## config.mk

```make
export PLATFORM = sky130hd
export DESIGN_NAME = uart_tx_arb
export DESIGN_NICKNAME = d
export VERILOG_FILES = /design/src/rtl/uart_tx_arb.sv
export SDC_FILE = /design/constraint.sdc
export NUM_CORES = 1
export LEC_CHECK = 0
export ABC_AREA = 1
export CAP_MARGIN = 20
export CELL_PAD_IN_SITES_DETAIL_PLACEMENT = 1
export CELL_PAD_IN_SITES_GLOBAL_PLACEMENT = 1
export CORE_MARGIN = 2
export CORE_UTILIZATION = 35
export CTS_BUF_LIST = sky130_fd_sc_hd__clkbuf_8
export DETAILED_ROUTE_END_ITERATION = 12
export PLACE_DENSITY = 0.85
export SYNTH_ARGS = -nofsm -noshare
export SYNTH_HDL_FRONTEND = slang
export SYNTH_SLANG_ARGS = --single-unit
```

## constraint.sdc

```tcl
create_clock -name clk -period 6.3 [get_ports clk]
set_clock_uncertainty 0.2 [all_clocks]
set_input_delay 0.63 -clock clk [delete_from_list [all_inputs] [get_ports clk]]
set_output_delay 0.63 -clock clk [all_outputs]
set_load 0.02 [all_outputs]
```

## src/rtl/uart_tx_arb.sv

```systemverilog
// uart_tx_arb: four-requester round-robin arbiter feeding a single UART
// transmitter. A grant latches the winner's byte, pulses o_ack/o_tx_en for
// one cycle and holds the FSM busy for FRAME_TICKS baud ticks.
// Optional feature macro: UART_ARB_GAP_EN -- when defined, a GAP state
// inserts GAP_TICKS idle baud ticks after every frame.
module uart_tx_arb #(
    parameter int unsigned FRAME_TICKS = 160,
    parameter int unsigned GAP_TICKS   = 16
) (
    input  logic        clk,
    input  logic        reset,
    input  logic        i_clk_tx,
    input  logic [3:0]  i_req,
    input  logic [31:0] i_data,
    output logic [3:0]  o_ack,
    output logic        o_tx_en,
    output logic [7:0]  o_tx_data,
    output logic        o_busy,
    output logic [1:0]  o_grant_id
);

    localparam logic [1:0] IDLE = 2'd0;
    localparam logic [1:0] SEND = 2'd1;
`ifdef UART_ARB_GAP_EN
    localparam logic [1:0] GAP  = 2'd2;
    localparam logic [7:0] GAP_LAST = 8'(GAP_TICKS - 1);
`endif

    localparam logic [7:0] FRAME_LAST = 8'(FRAME_TICKS - 1);

    logic [1:0] state;
    logic [7:0] cnt;
    logic       win_valid;
    logic [1:0] win_id;
    logic [1:0] cand;

    // Round-robin search: first active request at or after last grant + 1.
    always_comb begin
        win_valid = 1'b0;
        win_id    = '0;
        cand      = '0;
        for (int unsigned i = 0; i < 4; i++) begin
            cand = 2'(o_grant_id + 2'(i) + 2'd1);
            if (!win_valid && i_req[cand]) begin
                win_valid = 1'b1;
                win_id    = cand;
            end
        end
    end

    assign o_busy = (state != IDLE);

    // FSM, tick counter and latched grant outputs.
    always_ff @(posedge clk or negedge reset) begin
        if (!reset) begin
            state      <= IDLE;
            cnt        <= '0;
            o_tx_en    <= 1'b0;
            o_ack      <= '0;
            o_tx_data  <= '0;
            o_grant_id <= 2'd3;
        end else begin
            o_tx_en <= 1'b0;
            o_ack   <= '0;
            case (state)
                IDLE: begin
                    if (win_valid) begin
                        state      <= SEND;
                        cnt        <= '0;
                        o_tx_en    <= 1'b1;
                        o_ack      <= 4'b0001 << win_id;
                        o_tx_data  <= i_data[{win_id, 3'b000} +: 8];
                        o_grant_id <= win_id;
                    end
                end
                SEND: begin
                    // The tick coinciding with the o_tx_en cycle belongs to
                    // the transmitter's own start-up and is not counted.
                    if (i_clk_tx && !o_tx_en) begin
                        if (cnt == FRAME_LAST) begin
                            cnt   <= '0;
`ifdef UART_ARB_GAP_EN
                            state <= GAP;
`else
                            state <= IDLE;
`endif
                        end else begin
                            cnt <= cnt + 8'd1;
                        end
                    end
                end
`ifdef UART_ARB_GAP_EN
                GAP: begin
                    if (i_clk_tx) begin
                        if (cnt == GAP_LAST) begin
                            cnt   <= '0;
                            state <= IDLE;
                        end else begin
                            cnt <= cnt + 8'd1;
                        end
                    end
                end
`endif
                default: begin
                    state <= IDLE;
                    cnt   <= '0;
                end
            endcase
        end
    end

endmodule

```

==> qor.yml, run 1 <==
synthesis:
  async_reset_ff_share_pct: 100
  synth_area_leaders: "dfrtp_1 34%, nand3_1 15%, nand2_1 15%, nand2_4 4.2%, nand2_2 3.9%"
  avgSynthCellArea_um2: 7.42
  synth_top_area_share_pct: 34.0
  synth_seq_cells: 24
  synth_top_family_by_area: "simple AND/OR/NAND/NOR gates"
  yosysTopAreaCell: "dfrtp_1"
  synth_simple_gate_area_share_pct: 46.6
  synth_area_um2: 1620
  synth_ff_type: "dfrtp_1"
  synth.most_common_cell: "nand2_1"
  synthTopCellsByCount: "64 x nand2_1, 48 x nand3_1, 22 x dfrtp_1, 14 x nor2_1, 11 x inv_1"
  synth_fa_ha_area_share_pct: 0.773
  yosysUniqueCellTypes: 32
  synth_xor_area_share_pct: 1.62
  synth_edf_count: 0
  ys_warn_count: 0
  synthMuxAreaShare_pct: 0
  ys_seq_area_share_pct: 37.3
  synthCells: 218
  syn_nets: 258
  synth-compound-area-share_pct: 5.88
drt:
  ant_nets: 0
  drt_iter0_drc: 44
  wl_per_cell_um: 14.4
  routed_wl_mm: 4.62
  vias: 1623
  vias_per_cell: 5.04
  first_pass_iters: 4
  drcViolationCount: 0
global_route:
  grt_pass1_vias: 1776
  grt_overflow_total: 0
  grt_pass1_wl_mm: 8.00
  grt_max_degree: 25
  track_usage_pct: 19.5
  antenna_found_initial: 0
placed_design:
  dpl.hpwl_mm: 3.61
  place_congestion: 0.818
  dpl_cell_area_um2: 2170
  port_buffers: 54
power:
  p_leak_uw: 0.00105
  power_frac_comb_pct: 43.1
  p_per_area_nw_per_um2: 267
  pwr-share-seq_pct: 34.8
  p_clk_share_pct: 22.1
  ir_drop_uv: 107
  p_sw_uw: 231
  switching_share_pct: 38.0
  p_int_uw: 376
timing:
  period_minus_slack_ns: 2.78
  max_slew_margin_pct: 38.8
  setup_tns_ns: 0
  fmax_mhz: 359
  worst_slew_pin_slew_ns: 0.910
  maxSlewViolCount: 0
  period_share_pct: 44.2
  setup_violations: 0
  rsz0062_at_grt: "false"
  final_hold_viol_count: 0
cts:
  clock_latency_ns: 0.26
  cts_tree: "done"
  postCtsSetupBuffers: 0
  cts-root-buf: "clkbuf_8"
  cts_buffer_depth: 2
  clk_pin_slew_ns: 0.08
  post_cts_resized: 0
  ctsHtreeMaxLevel: 1
  cts_sinks: 24
  cts_buffers: 3
  cts_hold_buf: 0
layout:
  final_util_pct: 51.4
  layout-drive-gt1-share_pct: 11.9
  syn2layout_area_growth_pct: 40.3
  nets: 311
  diodes: 0
  design_area_um2: 2270
die:
  dieArea_um2: 5180
  pin_count: 55
  die_w_um: 72.0
  core_area_um2: 4410
  initial_utilization_pct: 36.6
  rows: 24
  die_y_um: 72.0
setup_path:
  cp.arrival_ns: 2.75
  path_cells: "clkdlybuf4s50_1 -> nand2_1 -> nand2_1 -> nand2_1 -> nand2_2 -> clkinv_1 -> nand3b_1 -> nor2_1 -> nor2_1 -> nand3_1 -> nand3_1 -> nand2_1"
  criticalPathCategory: "in -> reg"
  crit_fanout: 11
  cp.depth: 12
  rr_worst_depth: 10
  cp-start-kind: "primary input"
  worst_setup_path_end_kind: "flop"
  cpPeakStageDelay_ns: 0.58
  critical-path-top-delay-family: "simple AND/OR/NAND/NOR gates"
  crit_buf_inv: 2
  required_ns: 6.26
  crit_path_frequent_cell: "nand2_1"
  cp_slowest_cell: "nor2_1"
job:
  max-cap-violations: 0
min_path:
  hold_depth: 2
  min_path_type: "reg -> reg"
status:
  status: "complete, no violations"
==> state kept, by name (all words and copies together) (netlist names) <==
signal,count
cnt,8
o_tx_data,8
o_ack,4
o_grant_id,2
o_tx_en,1
state,1
==> kinds of logic (layout without fill, tap and decap cells) <==
| family | after synthesis | count (layout) |
|---|---|---|
| AOI/OAI and AO/OA | 16 | 16 |
| and+or+nand+nor | 150 | 150 |
| DFF | 24 | 24 |
| adders and majority gates | 1 | 1 |
| xor gates and xnor gates | 3 | 3 |
| buffers and inverters | 24 | 76 |
==> worst register-to-register path: stages, from the launching register on <==
cell,delay [ns]
dfstp_2,0.68
inv_8,0.09
nand2_2,0.08
nand2_2,0.07
o21ai_1,0.24
nand3b_1,0.16
nor2_1,0.05
nor2_1,0.58
nand3_1,0.20
nand3_1,0.15
nand2_1,0.05
==> power groups by stage <==
stage / combinational [uW] / sequential, uW / clock, uW
global route: 293 / 216 / 142
global placement: 254 / 213 / 0
CTS: 264 / 211 / 137
finish: 261 / 211 / 134
detailed placement: 262 / 213 / 0
floorplan: 176 / 217 / 0
==> layout by cell type (no fill, tap or decap) <==
master	n
clkinv_1	1
nor2_4	1
dfstp_2	2
nand3b_1	1
nand3_4	1
nand2_1	64
nor2_1	14
o21ai_0	5
a31oi_1	1
inv_1	11
inv_2	3
nor3_1	3
inv_4	1
clkdlybuf4s50_1	54
dfrtp_1	22
o21a_1	2
ha_1	1
a21oi_1	3
inv_8	1
o21ai_1	2
nor2_8	2
nand2_2	10
o31ai_1	2
xor2_1	2
a22o_1	1
clkbuf_8	3
buf_16	1
nand2_4	6
bufinv_16	1
nand3_1	48
xnor2_1	1
==> cell type report <==
class,instances,area [um2]
clock buffer,3,41.3
clock inverter,1,30.0
fill,575,2140
inverter,17,73.8
multi-input combinational,170,888
sequential,24,603
tap,52,65.1
timing repair buffer,55,568
==> worst paths after layout <==
path,from,endpoint,slack [ns]
max reg2reg,o_grant_id[0],o_tx_data[5],3.64
min reg2reg,o_tx_data[5],o_tx_data[5],0.30
max,i_req[2],o_tx_data[5],3.52
max in group asynchronous,reset,o_grant_id[0],4.90
min,o_tx_data[5],o_tx_data[5],0.30
min in group asynchronous,reset,o_tx_en,0.48
==> routing by layer <==
metal,wire length (um),track usage [%],vias up
met1,1900,22.6,759
met2,2430,36.4,44
li1,-,-,816
met5,0,0,-
met3,241,4.44,4
met4,44,4.19,0
==> through the flow <==
stage	instances	power (uW)	hold slack (ns)	setup WS, ns
final	322	607	0.297	3.52
after global routing	322	650	0.327	3.31
after CTS	321	612	0.305	3.46
after detailed placement	317	475	0.282	3.18
after global placement	317	467	0.263	3.25
after floorplan	218	393	0.134	4.18
No activity file was read; power rests on OpenSTA's default activity.
==> run 2, diff against run 1 <==
CORE_UTILIZATION = 30   (was 35)
PLACE_DENSITY = 0.78   (was 0.85)
clock period = 2.5 ns   (was 6.3 ns; I/O delays follow)
==> run 2 against run 1 <==
Against the previous run:
- first-iteration DRC count grew 14%
- power grew to 2.6 times the previous value
- clock-buffer cell count unchanged
- non-clock buffer count grew 6
==> qor.yml, run 2 (synthesis gave the netlist of run 1 again) <==
timing:
  final_hold_viol_count: 0
  fmax_mhz: 433
  maxSlewViolCount: 0
  period_share_pct: 92.4
  worst_slew_pin_slew_ns: 0.340
  max_slew_margin_pct: 77.4
  rsz0062_at_grt: "false"
  period_minus_slack_ns: 2.31
  setup_ws_ns: 0.191
  setup_violations: 0
  setup_tns_ns: 0
die:
  pin_count: 55
  core_area_um2: 5140
  dieArea_um2: 6000
  rows: 26
  die_w_um: 77.4
  initial_utilization_pct: 31.5
  die_y_um: 77.4
cts:
  cts_buffers: 3
  cts-root-buf: "clkbuf_8"
  cts_buffer_depth: 2
  cts_tree: "done"
  ctsHtreeMaxLevel: 1
  clk_pin_slew_ns: 0.09
  clock_latency_ns: 0.27
  cts_sinks: 24
placed_design:
  dp_cells: 340
  dpl_worst_slack_ns: 0.108
  place_congestion: 0.768
  port_buffers: 54
  dpl.hpwl_mm: 3.69
setup_path:
  required_ns: 2.47
  ff2ff_setup_slack_ns: 0.19
  criticalPathCategory: "reg -> reg"
  worst_setup_path_end_kind: "flop"
  crit_fanout: 13
  cp-start-kind: "flop"
  cp.arrival_ns: 2.28
layout:
  syn2layout_area_growth_pct: 43.8
  instances_no_fill: 346
  largestRegisters: "cnt: 8 flops, o_tx_data: 8 flops, o_ack: 4 flops"
  diodes: 0
  layout-drive-gt1-share_pct: 14.1
  final_common_cell: "nand2_1"
  nets: 317
  fillCellCount: 686
  mostFrequentLayoutCells: "63 x nand2_1, 54 x clkdlybuf4s50_1, 48 x nand3_1"
global_route:
  grt_pass1_vias: 1750
  grt_pass1_wl_mm: 8.27
  antenna_found_initial: 0
  grt_overflow_total: 0
  grt_max_degree: 25
  track_usage_pct: 17.2
job:
  max-cap-violations: 0
drt:
  drcViolationCount: 0
  wl_per_cell_um: 14.2
  vias: 1683
  drt_iter0_drc: 50
  ant_nets: 0
  first_pass_iters: 4
  routed_wl_mm: 4.90
  vias_per_cell: 4.86
power:
  power_frac_comb_pct: 43.8
  p_leak_uw: 0.00107
  pwr-share-seq_pct: 33.6
  p_clk_share_pct: 22.7
  switching_share_pct: 38.4
  ir_drop_uv: 301
  p_int_uw: 968
  p_sw_uw: 602
  p_per_area_nw_per_um2: 675
status:
  status: "complete, no violations"
min_path:
  min_path_type: "in -> async"
## run 2: layer usage
layer | part of all wire [%] | vias to the layer above | GRT usage, %
li1 | - | 826 | -
met2 | 51 | 41 | 29.8
met1 | 44 | 812 | 22.2
met5 | 0 | - | 0
met3 | 4.5 | 4 | 3.14
met4 | 0.80 | 0 | 3.75
## run 2: area by class of cell
cell class	instances	area (um2)	area share, %
Inverter	17	73.8	3.17
Clock buffer	3	41.3	1.78
Tap cell	70	87.6	3.77
Clock inverter	1	30.0	1.29
Sequential cell	24	603	25.9
Multi-Input combinational cell	170	900	38.7
Timing Repair Buffer	61	591	25.4
## run 2: path summary, 6_finish.rpt
check / from / endpoint / cells after the start
worst max-delay path: o_grant_id[0] / cnt[5] / 13
worst min-delay path: reset / cnt[7] / 2
worst max register to register: o_grant_id[0] / cnt[5] / 13
worst min register to register: o_tx_data[2] / o_tx_data[2] / 2
max in group asynchronous: reset / o_grant_id[1] / 2
min in group clk: o_tx_data[2] / o_tx_data[2] / 2
## run 2: critical path, stage by stage, from the launching register on
cell,delay (ns)
dfstp_2,0.63
clkbuf_2,0.18
nand2_1,0.06
nand2_1,0.09
nand2_1,0.07
nand2_2,0.10
clkinv_1,0.12
nand3_4,0.13
nand2_2,0.08
inv_4,0.17
nor2_8,0.07
inv_2,0.09
o21ai_0,0.09
o21a_1,0.12
## run 2: through the flow
step	total power [uW]	util (%)	hold WS [ns]	area [um2]
3_5_place_dp	1210	43.4	0.272	2230
6_report	1570	45.3	0.148	2330
4_1_cts	1570	44.8	0.164	2300
5_1_grt	1690	45.3	0.176	2330
2_1_floorplan	992	-	-0.246	1620
3_3_place_gp	1180	43.4	0.267	2230
## run 2: timing repair
| action | 4_1_cts | 5_1_grt |
|---|---|---|
| endpoints found under the setup margin | 0 | 5 |
| setup buffers | 0 | 2 |
| hold buffers | 0 | 0 |
| resized for setup | 0 | 2 |
## run 2: power by group through the flow
| stage | clock, uW | combinational, uW | sequential, uW |
|---|---|---|---|
| after floorplan | 0 | 444 | 547 |
| after global placement | 0 | 650 | 533 |
| after detailed placement | 0 | 673 | 536 |
| final | 356 | 688 | 527 |
| after CTS | 366 | 677 | 530 |
| after global routing | 382 | 768 | 540 |
==> run 3, diff against run 2 <==
CORE_UTILIZATION = 45   (was 30)
DONT_BUFFER_PORTS = 1   (was not set)
PLACE_DENSITY = 0.79   (was 0.78)
clock period = 2.45 ns   (was 2.5 ns; I/O delays follow)
==> run 3 against run 2 <==
Against the previous run:
- critical endpoint is now cnt[3]
- flip-flop and latch count is the same
- via count shrank 10%
- sequential share of layout area up 7.5 points
- hold slack lost 0.13 ns
==> qor.yml, run 3 (synthesis gave the netlist of run 1 again) <==
status:
  status: "complete, no violations"
layout:
  layout-drive-gt1-share_pct: 18.8
  mostFrequentLayoutCells: "63 x nand2_1, 48 x nand3_1, 22 x dfrtp_1"
  syn2layout_area_growth_pct: 11.7
  instances_no_fill: 270
  diodes: 0
  final_common_cell: "nand2_1"
  largestRegisters: "cnt: 8 flops, o_tx_data: 8 flops, o_ack: 4 flops"
  nets: 265
job:
  max-cap-violations: 0
timing:
  setup_violations: 0
  setup_ws_ns: 0.180
  fmax_mhz: 441
  worst_slew_pin_slew_ns: 0.313
  final_hold_viol_count: 0
  period_minus_slack_ns: 2.27
  maxSlewViolCount: 0
  max_slew_margin_pct: 79.1
  setup_tns_ns: 0
  period_share_pct: 92.7
  rsz0062_at_grt: "false"
setup_path:
  worst_setup_path_end_kind: "flop"
  path_cells: "inv_8 -> nand2_2 -> nand2_2 -> nand2_1 -> nand2_2 -> nor2_8 -> nand3_4 -> nand2_2 -> inv_6 -> nor2_8 -> inv_2 -> o21ai_0 -> o21a_1"
  worstReg2RegStart: "o_grant_id[0]"
  cp.arrival_ns: 2.29
  crit_path_frequent_cell: "nand2_2"
  ff2ff_setup_slack_ns: 0.18
  critical_path.startpoint: "o_grant_id[0]"
  crit_fanout: 13
  required_ns: 2.47
  cp-start-kind: "flop"
  cp_slowest_cell: "dfstp_2"
  criticalPathCategory: "reg -> reg"
  cpPeakStageDelay_ns: 0.65
drt:
  vias_per_cell: 5.59
  routed-wl-met3_um: 275
  drcViolationCount: 0
  first_pass_iters: 4
  wl_met2_mm: 2.34
  met1_length_mm: 1.77
  routed.top_layer: "met4"
  drt_iter0_drc: 80
  wl_per_cell_um: 16.5
  vias: 1509
  routed_wl_mm: 4.46
  ant_nets: 0
global_route:
  grt_overflow_total: 0
  grt_pass1_wl_mm: 7.78
  grt_pass1_vias: 1630
  track_usage_pct: 24.4
  antenna_found_initial: 0
  grt_max_degree: 25
placed_design:
  dpl.hpwl_mm: 3.40
  port_buffers: 0
  dp_cells: 263
  place_congestion: 0.810
  dpl_worst_slack_ns: 0.119
cts:
  clk_pin_slew_ns: 0.09
  ctsHtreeMaxLevel: 1
  cts-root-buf: "clkbuf_8"
  cts_buffers: 3
  cts_tree: "done"
  clock_latency_ns: 0.27
  cts_buffer_depth: 2
  cts_sinks: 24
die:
  die_w_um: 64.0
  pin_count: 55
  core_area_um2: 3390
  rows: 21
  die_y_um: 64.0
  initial_utilization_pct: 47.7
  dieArea_um2: 4090
power:
  power_uw: 1510
  p_leak_uw: 0.000882
  ir_drop_uv: 384
  p_per_area_nw_per_um2: 834
min_path:
  min_path_type: "in -> reg"
  min_from: "i_data[27]"
## run 3: layout make-up
class,count,area (um2)
clock buffers,3,41.3
clock inverters,1,30.0
fillers,436,1580
inverters,17,76.3
multi-input cells,170,916
flip-flops and latches,24,603
well taps,46,57.6
repair buffers,9,82.6
## run 3: final timing paths
check                           endpoint  cells past startpoint
hold reg to reg            o_grant_id[1]                      2
setup / recovery                  cnt[3]                     13
setup reg to reg                  cnt[3]                     13
min in group asynchronous         cnt[5]                      2
hold / removal              o_tx_data[3]                      4
max in group asynchronous  o_grant_id[1]                      2
## run 3: power breakdown
group / switching (uW) / internal (uW) / total, uW
registers: 101 / 471 / 572
logic: 367 / 215 / 582
clock network: 135 / 219 / 353
## run 3: what timing repair did
action,in CTS,in global routing
setup endpoints to repair,0,13
hold buffers,2,0
setup buffers,0,1
resized for setup,0,7
endpoints found under the hold margin,24,0
## run 3: metrics by stage
stage          util, %  area [um2]  hold slack, ns
3_5_place_dp      49.2        1670          -0.250
3_3_place_gp      49.2        1670          -0.250
4_1_cts           52.2        1770          0.0229
2_1_floorplan        -        1620          -0.251
6_report          53.3        1810          0.0191
5_1_grt           53.3        1810          0.0460
## run 3: worst max-delay path: cells and delay by family (launching register included)
kind | cells | cell delay, ns
compound gates | 2 | 0.24
buf+inv | 3 | 0.25
flops | 1 | 0.65
simple gates | 8 | 0.86
## run 3: metal layers
layer  vias to the layer above  GRT usage (%)
met3                        10           6.16
met2                        46           43.1
met5                         -              0
met1                       732           29.0
li1                        721              -
met4                         0           7.07
